## src/rtl/edge_generator.sv

```systemverilog
// Pulse-train generator: emits num_pulses rectangular pulses of high_len/low_len
// cycles on x_out after a one-cycle start; all outputs come straight from flops.
module edge_generator #(
  parameter int unsigned LEN_W = 8,
  parameter int unsigned NUM_W = 8
) (
  input  logic             clk,
  input  logic             reset,
  input  logic             start,
  input  logic             abort,
  input  logic [NUM_W-1:0] num_pulses,
  input  logic [LEN_W-1:0] high_len,
  input  logic [LEN_W-1:0] low_len,
  output logic             x_out,
  output logic             busy,
  output logic             done,
  output logic [NUM_W-1:0] pulse_cnt
);

  typedef enum logic [1:0] {StIdle, StHigh, StLow, StFinish} state_e;

  state_e           state_q, state_d;
  logic [LEN_W-1:0] phase_q, phase_d;
  logic [LEN_W-1:0] high_q, high_d;
  logic [LEN_W-1:0] low_q, low_d;
  logic [NUM_W-1:0] num_q, num_d;
  logic [NUM_W-1:0] cnt_q, cnt_d;
  logic             x_q, busy_q, done_q;

  // Next-state and phase/pulse counting; phase counter restarts at 1 on each
  // phase entry and is compared against the latched length, so it never wraps.
  always_comb begin
    state_d = state_q;
    phase_d = phase_q;
    high_d  = high_q;
    low_d   = low_q;
    num_d   = num_q;
    cnt_d   = cnt_q;
    case (state_q)
      StIdle: begin
        if (start && !abort) begin
          num_d   = num_pulses;
          high_d  = (high_len == '0) ? LEN_W'(1) : high_len;
          low_d   = (low_len == '0) ? LEN_W'(1) : low_len;
          phase_d = LEN_W'(1);
          if (num_pulses == '0) begin
            cnt_d   = '0;
            state_d = StFinish;
          end else begin
            cnt_d   = NUM_W'(1);
            state_d = StHigh;
          end
        end
      end
      StHigh: begin
        if (abort) begin
          state_d = StIdle;
        end else if (phase_q == high_q) begin
          state_d = StLow;
          phase_d = LEN_W'(1);
        end else begin
          phase_d = phase_q + LEN_W'(1);
        end
      end
      StLow: begin
        if (abort) begin
          state_d = StIdle;
        end else if (phase_q == low_q) begin
          if (cnt_q < num_q) begin
            state_d = StHigh;
            phase_d = LEN_W'(1);
            cnt_d   = cnt_q + NUM_W'(1);
          end else begin
            state_d = StFinish;
          end
        end else begin
          phase_d = phase_q + LEN_W'(1);
        end
      end
      StFinish: state_d = StIdle;
      default:  state_d = StIdle;
    endcase
  end

  // State register; outputs are registered from the next state so x_out is glitch-free.
  always_ff @(posedge clk) begin
    if (reset) begin
      state_q <= StIdle;
      phase_q <= '0;
      high_q  <= '0;
      low_q   <= '0;
      num_q   <= '0;
      cnt_q   <= '0;
      x_q     <= 1'b0;
      busy_q  <= 1'b0;
      done_q  <= 1'b0;
    end else begin
      state_q <= state_d;
      phase_q <= phase_d;
      high_q  <= high_d;
      low_q   <= low_d;
      num_q   <= num_d;
      cnt_q   <= cnt_d;
      x_q     <= (state_d == StHigh);
      busy_q  <= (state_d == StHigh) || (state_d == StLow);
      done_q  <= (state_d == StFinish);
    end
  end

  assign x_out     = x_q;
  assign busy      = busy_q;
  assign done      = done_q;
  assign pulse_cnt = cnt_q;

endmodule

```

## config.mk

```make
export PLATFORM = sky130hd
export DESIGN_NAME = edge_generator
export DESIGN_NICKNAME = d
export VERILOG_FILES = /design/src/rtl/edge_generator.sv
export SDC_FILE = /design/constraint.sdc
export NUM_CORES = 1
export LEC_CHECK = 0
export BUFFER_PORTS_ARGS = -buffer_cell sky130_fd_sc_hd__buf_2
export CAP_MARGIN = 20
export CORE_MARGIN = 2
export CORE_UTILIZATION = 35
export DETAILED_ROUTE_END_ITERATION = 10
export MAX_ROUTING_LAYER = met4
export SYNTH_ARGS = -nofsm -noshare
export SYNTH_HDL_FRONTEND = slang
export SYNTH_SLANG_ARGS = --single-unit
```

## constraint.sdc

```tcl
create_clock -name clk -period 2.75 [get_ports clk]
set_input_delay 0.1375 -clock clk [delete_from_list [all_inputs] [get_ports clk]]
set_output_delay 0.1375 -clock clk [all_outputs]
set_load 0.02 [all_outputs]
```

==> metrics.csv, run 1 <==
metric;value;unit
run status;complete, no violations;
aggregate global routing overflow;0;
last weighted congestion value of the routability-driven placer;0.901;
clock tree from TritonCTS;done;
first-pass GRT wire length;10.3;mm
WL/cell;12.9;microns
unrepaired setup endpoints after global routing;false;
number of global-route vias before repair;2224;
cell type with the largest total area after synthesis;dfxtp_1;
clock slew seen by the registers of the worst setup and hold paths;0.09;ns
crit path kind;reg -> reg;
CTS hold repair buffers;0;
total number of placement rows;30;
fraction of the cycle the final worst path needs;0.945;
Buf+Inv Stages, Crit Path;0;
Leakage;1.15;nW
maximum VDD drop;0.269;mV
cell area after synthesis;2470;sq um
sequential element share of the synthesized area;0.365;
Setup TNS;0;ns
worst path arrival time;2.79;ns
maximum clock frequency;385;MHz
antenna violations before repair;0;
warning count from the yosys run;0;
worst hold-check path type;in -> reg;
max incr delay on CP;0.44;ns
ratio of routed vias to standard cells;5.07;
number of enable-type register cells in the synthesized netlist;0;
pin count of the biggest net entering global routing;36;
final critical path time including I/O delays and setup;2.60;ns
Longest Clk Path Bufs;2;
antenna violation net count after detailed routing;0;
dominant combinational cell family by area after synthesis;simple AND/OR/NAND/NOR gates;
first-iteration detailed-routing DRC count;98;
drt first pass iters;4;
register-to-register path setup slack;0.15;ns
buffers added on ports;38;
Diodes inserted;0;
Synth Register Bits;45;
post-place setup slack;0.139;ns
Total Wirelength;5.99;mm
clock tree skew after final layout;0.00824;ns
tightest slew margin relative to the limit;0.550;
total count of hold-check failures in the final report;0;
number of nets in the synthesized netlist;360;
H-tree levels;2;
power density over the cells;436;nW/um^2
layout cells sized above 1;0.193;
number of buffers created by CTS;5;
Core Region;6790;sq um
effective utilization at floorplan;0.364;
complex-gate fraction of the synthesized area;0.201;
final setup fails;0;
clock insertion delay at the later pin of the skew report;0.29;ns
pins over their slew limit;0;
Final WS setup;0.152;ns
HPWL after DPL;4.54;mm
number of nets in the layout;410;
ordered cell list for the critical path;ha_1 > a21o_1 > a211o_1 > o21a_1 > or3_1 > a22o_1 > ha_1 > nor2b_1;
Setup crit end kind;register;
io pins;39;
y dimension of the die;88.0;microns
Most used DFF post-synth;dfxtp_1;
remaining design rule violation count;0;
post-synthesis xor/xnor area fraction;0.0567;
slowest stage cell, crit path;dfxtp_1;
top-area cell type share of the netlist area;0.365;
transition time of the tightest slew-check pin;0.673;ns
CP dominant cell by count;ha_1;
share of flip-flops with an asynchronous set or reset after synthesis;0;
kind of launch point of the worst setup path;register;
global-route total usage across every layer;0.174;
Synth Area in Simple Gates;0.240;
CTS root buffer;clkbuf_8;
DIE AREA;7740;sq um
number of different library cells in the post-synthesis netlist;38;
Mapped Avg Cell Area;7.82;sq um
max-cap check violation count;0;
Synth area leaders;dfxtp_1 36%, ha_1 8.1%, nand2_1 8.1%, a21oi_1 7.7%, xnor2_1 5.7%;
number of instances in the synthesized netlist;316;
Die X-Extent;88.0;microns
crit-path leading delay family;compound AO/OA/AOI/OAI gates;
multiplexer area fraction after synthesis;0;
top fanout value on the critical path;6;
adder and majority cell fraction of the synthesized area;0.0811;
endpoint required time on the critical path;2.94;ns
area growth from synthesis to layout;19.8;%
via total after detailed routing;2348;
clock sink total;45;
[worst paths after layout]
path / start / endpoint / cells after the start
worst max-delay path: pulse_cnt[6] / busy / 8
worst min-delay path: low_len[3] / low_q[3] / 3
worst max register to register: pulse_cnt[6] / busy / 8
worst min register to register: num_q[0] / num_q[0] / 2
[cell type report]
class                   instances  area [sq um]
clock buffers                   5          68.8
clock inverters                 3          17.5
fillers                       713          3830
inverters                      23          86.3
multi-input cells             234          1430
flip-flops and latches         45           901
well taps                      96           120
repair buffers                 57           333
[cells in the mapped netlist, drive strengths merged, types with 4 or more instances]
cell and number:
clkbuf 13, nand3 21, ha 16, nor2 5, nand4 4, nor2b 5
nand2 53, nor3 7, dfxtp 45, a21oi 38, o21ai 11, o32ai 6
inv 23, xnor2 16, or3 5, nor4 5, or4 4, a211oi 7
a31oi 5
[power breakdown]
group / switching (mW) / internal [mW]
clock: 0.237 / 0.176
sequential: 0.0153 / 0.675
combinational: 0.111 / 0.0754
total: 0.363 / 0.927
[what timing repair did]
item / CTS / global route
setup endpoints to repair: 0 / 2
setup buffers: 0 / 0
gates resized for setup: 0 / 1
[worst min-delay path, stage by stage]
cell	delay [ns]
buf_2	0.10
nand2_1	0.05
a21oi_1	0.05
[cell families after synthesis]
| group | count (synthesis) |
|---|---|
| and+or+nand+nor | 121 |
| AOI/OAI and AO/OA | 81 |
| DFF | 45 |
| buffers and inverters | 37 |
| xor gates and xnor gates | 16 |
| adders and majority gates | 16 |
[registers in the layout (all words and copies together), names as in the netlist]
name,cells
low_q,8
num_q,8
busy,1
x_out,1
done,1
high_q,8
phase_q,8
pulse_cnt,8
state_q,2
[metal layers]
| layer | vias to the layer above | global-route usage | share of wire |
|---|---|---|---|
| met4 | 0 | 0.0420 | 0.0063 |
| li1 | 1220 | - | - |
| met1 | 1075 | 0.215 | 0.47 |
| met2 | 51 | 0.293 | 0.49 |
| met3 | 2 | 0.0311 | 0.037 |
| met5 | - | - | 0 |
[metrics by stage]
step	power, mW	hold slack [ns]	instances	instance area, sq um	util
floorplan	0.824	0.273	316	2470	-
global placement	0.891	0.394	455	2870	0.422
detailed placement	0.893	0.400	455	2870	0.422
CTS	1.30	0.0788	463	2960	0.435
global route	1.36	0.0767	463	2960	0.436
finish	1.29	0.0842	463	2960	0.436
[placed cells by master (no fill, tap or decap), drive strengths merged]
cell type / Yosys / routed
nor4: 5 / 5
a211oi: 7 / 7
o311ai: 1 / 1
or4: 4 / 4
clkinvlp: 0 / 1
nand3: 21 / 21
a21o: 2 / 2
nand4: 4 / 4
buf: 1 / 57
nand2: 53 / 53
a31oi: 5 / 5
or3: 5 / 5
nand2b: 3 / 3
nor2b: 5 / 5
nand4bb: 1 / 1
a311oi: 1 / 1
clkbuf: 13 / 5
inv: 23 / 23
o21bai: 1 / 1
a211o: 2 / 2
and3: 3 / 3
a21oi: 38 / 38
o32ai: 6 / 6
xnor2: 16 / 16
a22oi: 1 / 1
a32o: 1 / 1
or3b: 1 / 1
or2: 3 / 3
o21a: 1 / 1
o21ai: 11 / 11
o211ai: 2 / 2
nor3: 7 / 7
clkinv: 0 / 2
ha: 16 / 16
a22o: 1 / 1
nor2: 5 / 5
a2bb2oi: 1 / 1
and2: 1 / 1
dfxtp: 45 / 45
Note: power is estimated with default switching activity, not from simulation.
==> inputs of run 2 (changes only) <==
--- a/config.mk
+++ b/config.mk
@@ -5,7 +5,7 @@
 export SDC_FILE = /design/constraint.sdc
 export NUM_CORES = 1
 export LEC_CHECK = 0
-export BUFFER_PORTS_ARGS = -buffer_cell sky130_fd_sc_hd__buf_2
+export BUFFER_PORTS_ARGS = -buffer_cell sky130_fd_sc_hd__clkbuf_2
 export CAP_MARGIN = 20
 export CORE_MARGIN = 2
 export CORE_UTILIZATION = 35
==> run 2 against run 1 <==
Net effect:
- clock skew decreased by 0.0036 ns
- power increased by 1.7%
- global-route usage rose by 0.19 points
- clock-buffer cell count is the same
- routed wire length is 2.3% higher
- critical endpoint is now pulse_cnt[7]
==> metrics.csv, run 2 (synthesized netlist as in run 1, its figures left out) <==
metric;value;unit;change
drt first pass iters;4;;unchanged
area growth from synthesis to layout;20.3;%;was 19.8%
Hold Path Origin;high_len[2];;was low_len[3]
tightest slew margin relative to the limit;0.547;;was 0.550
ordered cell list for the critical path;inv_1 > ha_2 > inv_1 > or3_1 > or4_4 > or4_1 > a31oi_1;;was ha_1 > a21o_1 > a211o_1 > o21a_1 > or3_1 > a22o_1 > ha_1 > nor2b_1
unrepaired setup endpoints after global routing;false;;unchanged
fraction of the cycle the final worst path needs;0.947;;was 0.945
max-cap check violation count;0;;unchanged
power density over the cells;442;nW/um^2;was 436 nW/um^2
final critical path time including I/O delays and setup;2.60;ns;about the same
WL/cell;13.2;microns;was 12.9 microns
Diodes inserted;0;;unchanged
buffers added on ports;38;;unchanged
worst r2r path cells;7;;was 8
layout cells sized above 1;0.196;;was 0.193
worst hold-check path type;in -> reg;;unchanged
Setup crit end kind;register;;unchanged
Leakage;1.15;nW;about the same
io pins;39;;unchanged
Die X-Extent;88.0;microns;unchanged
hold path endpoint;high_q[2];;was low_q[3]
clock insertion delay at the later pin of the skew report;0.31;ns;was 0.29 ns
H-tree levels;2;;unchanged
total number of placement rows;30;;unchanged
ratio of routed vias to standard cells;5.09;;was 5.07
kind of launch point of the worst setup path;register;;unchanged
HPWL after DPL;4.62;mm;was 4.54 mm
antenna violations before repair;0;;unchanged
aggregate global routing overflow;0;;unchanged
maximum VDD drop;0.256;mV;was 0.269 mV
global-route total usage across every layer;0.176;;was 0.174
register-to-register path setup slack;0.15;ns;about the same
worst path arrival time;2.83;ns;was 2.79 ns
CP dominant cell by count;inv_1;;was ha_1
run status;complete, no violations;;unchanged
number of global-route vias before repair;2254;;was 2,224
remaining design rule violation count;0;;unchanged
via total after detailed routing;2361;;was 2,348
effective utilization at floorplan;0.364;;unchanged
Final WS setup;0.146;ns;was 0.152 ns
clock sink total;45;;unchanged
Longest Clk Path Bufs;2;;unchanged
last weighted congestion value of the routability-driven placer;0.836;;was 0.901
clock tree skew after final layout;0.00464;ns;was 0.00824 ns
endpoint required time on the critical path;2.98;ns;was 2.94 ns
Pwr Total;1.31;mW;was 1.29 mW
Setup TNS;0;ns;unchanged
first-iteration detailed-routing DRC count;118;;was 98
CTS root buffer;clkbuf_8;;unchanged
number of buffers created by CTS;5;;unchanged
number of nets in the layout;411;;was 410
most frequent cells in the layout;53 x nand2_1, 45 x dfxtp_1, 38 x a21oi_1, 38 x clkbuf_2, 23 x inv_1;;was 53 x nand2_1, 45 x dfxtp_1, 38 x a21oi_1, 38 x buf_2, 23 x inv_1
placed insts;456;;was 455
antenna violation net count after detailed routing;0;;unchanged
most common cell after layout, fill and taps aside;nand2_1;;unchanged
Total Wirelength;6.13;mm;was 5.99 mm
CTS hold repair buffers;0;;unchanged
maximum clock frequency;384;MHz;was 385 MHz
Core Region;6790;sq um;unchanged
number of gates on the worst path with buffers counted;7;;was 8
max incr delay on CP;0.64;ns;was 0.44 ns
reg2reg start;state_q[0];;was pulse_cnt[6]
transition time of the tightest slew-check pin;0.679;ns;was 0.673 ns
total count of hold-check failures in the final report;0;;unchanged
pin count of the biggest net entering global routing;32;;was 36
crit path kind;reg -> reg;;unchanged
Buf+Inv Stages, Crit Path;2;;was 0
number of cells traversed by the worst hold path;3;;unchanged
crit-path leading delay family;simple AND/OR/NAND/NOR gates;;was compound AO/OA/AOI/OAI gates
post-place setup slack;0.115;ns;was 0.139 ns
DIE AREA;7740;sq um;unchanged
number of standard cells in the final layout excluding fillers;464;;was 463
pins over their slew limit;0;;unchanged
worst reg2reg endpoint;pulse_cnt[7];;was busy
clock tree from TritonCTS;done;;unchanged
clock slew seen by the registers of the worst setup and hold paths;0.09;ns;about the same
first-pass GRT wire length;10.4;mm;was 10.3 mm
slowest stage cell, crit path;or4_4;;was dfxtp_1
top fanout value on the critical path;13;;was 6
final setup fails;0;;unchanged
y dimension of the die;88.0;microns;unchanged
## run 2: cell types whose count changed in the layout (fill, tap and decap cells not counted), sizes merged
cell / change
inv: +1
clkinv: -1
buf: -37
clkbuf: +38
## run 2: worst max-delay path by stage
| stage | slack [ns] | endpoint | startpoint |
|---|---|---|---|
| finish | 0.15 | pulse_cnt[7] | state_q[0] |
| CTS | 0.09 | pulse_cnt[7] | state_q[0] |
| global placement | 0.20 | pulse_cnt[7] | state_q[0] |
| floorplan | 0.19 | busy | pulse_cnt[6] |
| global route | 0.02 | busy | num_q[4] |
| detailed placement | 0.12 | pulse_cnt[7] | state_q[0] |
## run 2: routing by layer
| layer | share of wire | track usage | up-vias |
|---|---|---|---|
| met5 | 0 | - | - |
| met4 | 0.0090 | 0.0503 | 0 |
| met3 | 0.028 | 0.0283 | 6 |
| met2 | 0.48 | 0.292 | 31 |
| met1 | 0.48 | 0.220 | 1107 |
| li1 | - | - | 1217 |
## run 2: layout make-up
type	instances	area [sq um]
clock buffer	5	68.8
clock inverter	3	21.3
fill	699	3820
inverter	23	86.3
multi-input combinational	234	1430
sequential	45	901
tap	96	120
timing repair buffer	58	340
## run 2: worst register-to-register path, cell delays in order, from the launching register on
cell	delay, ns
dfxtp_1	0.35
inv_1	0.13
ha_2	0.26
inv_1	0.07
or3_1	0.40
or4_4	0.64
or4_1	0.53
a31oi_1	0.16
## run 2: what timing repair did
| item | CTS | global route |
|---|---|---|
| resized for setup | 0 | 1 |
| setup endpoints to repair | 0 | 1 |
| buffers inserted | 0 | 0 |
## run 2: stage by stage
step,area (sq um),hold slack [ns],utilization
floorplan,2470,0.273,-
global placement,2880,0.378,0.424
detailed placement,2880,0.380,0.424
CTS,2970,0.0487,0.437
global route,2970,0.0614,0.437
finish,2970,0.0543,0.437
## run 2: report_power, final
part           total (mW)  internal [mW]  switching (mW)
sequential          0.691          0.675          0.0153
combinational       0.187         0.0754           0.112
clock               0.434          0.181           0.253
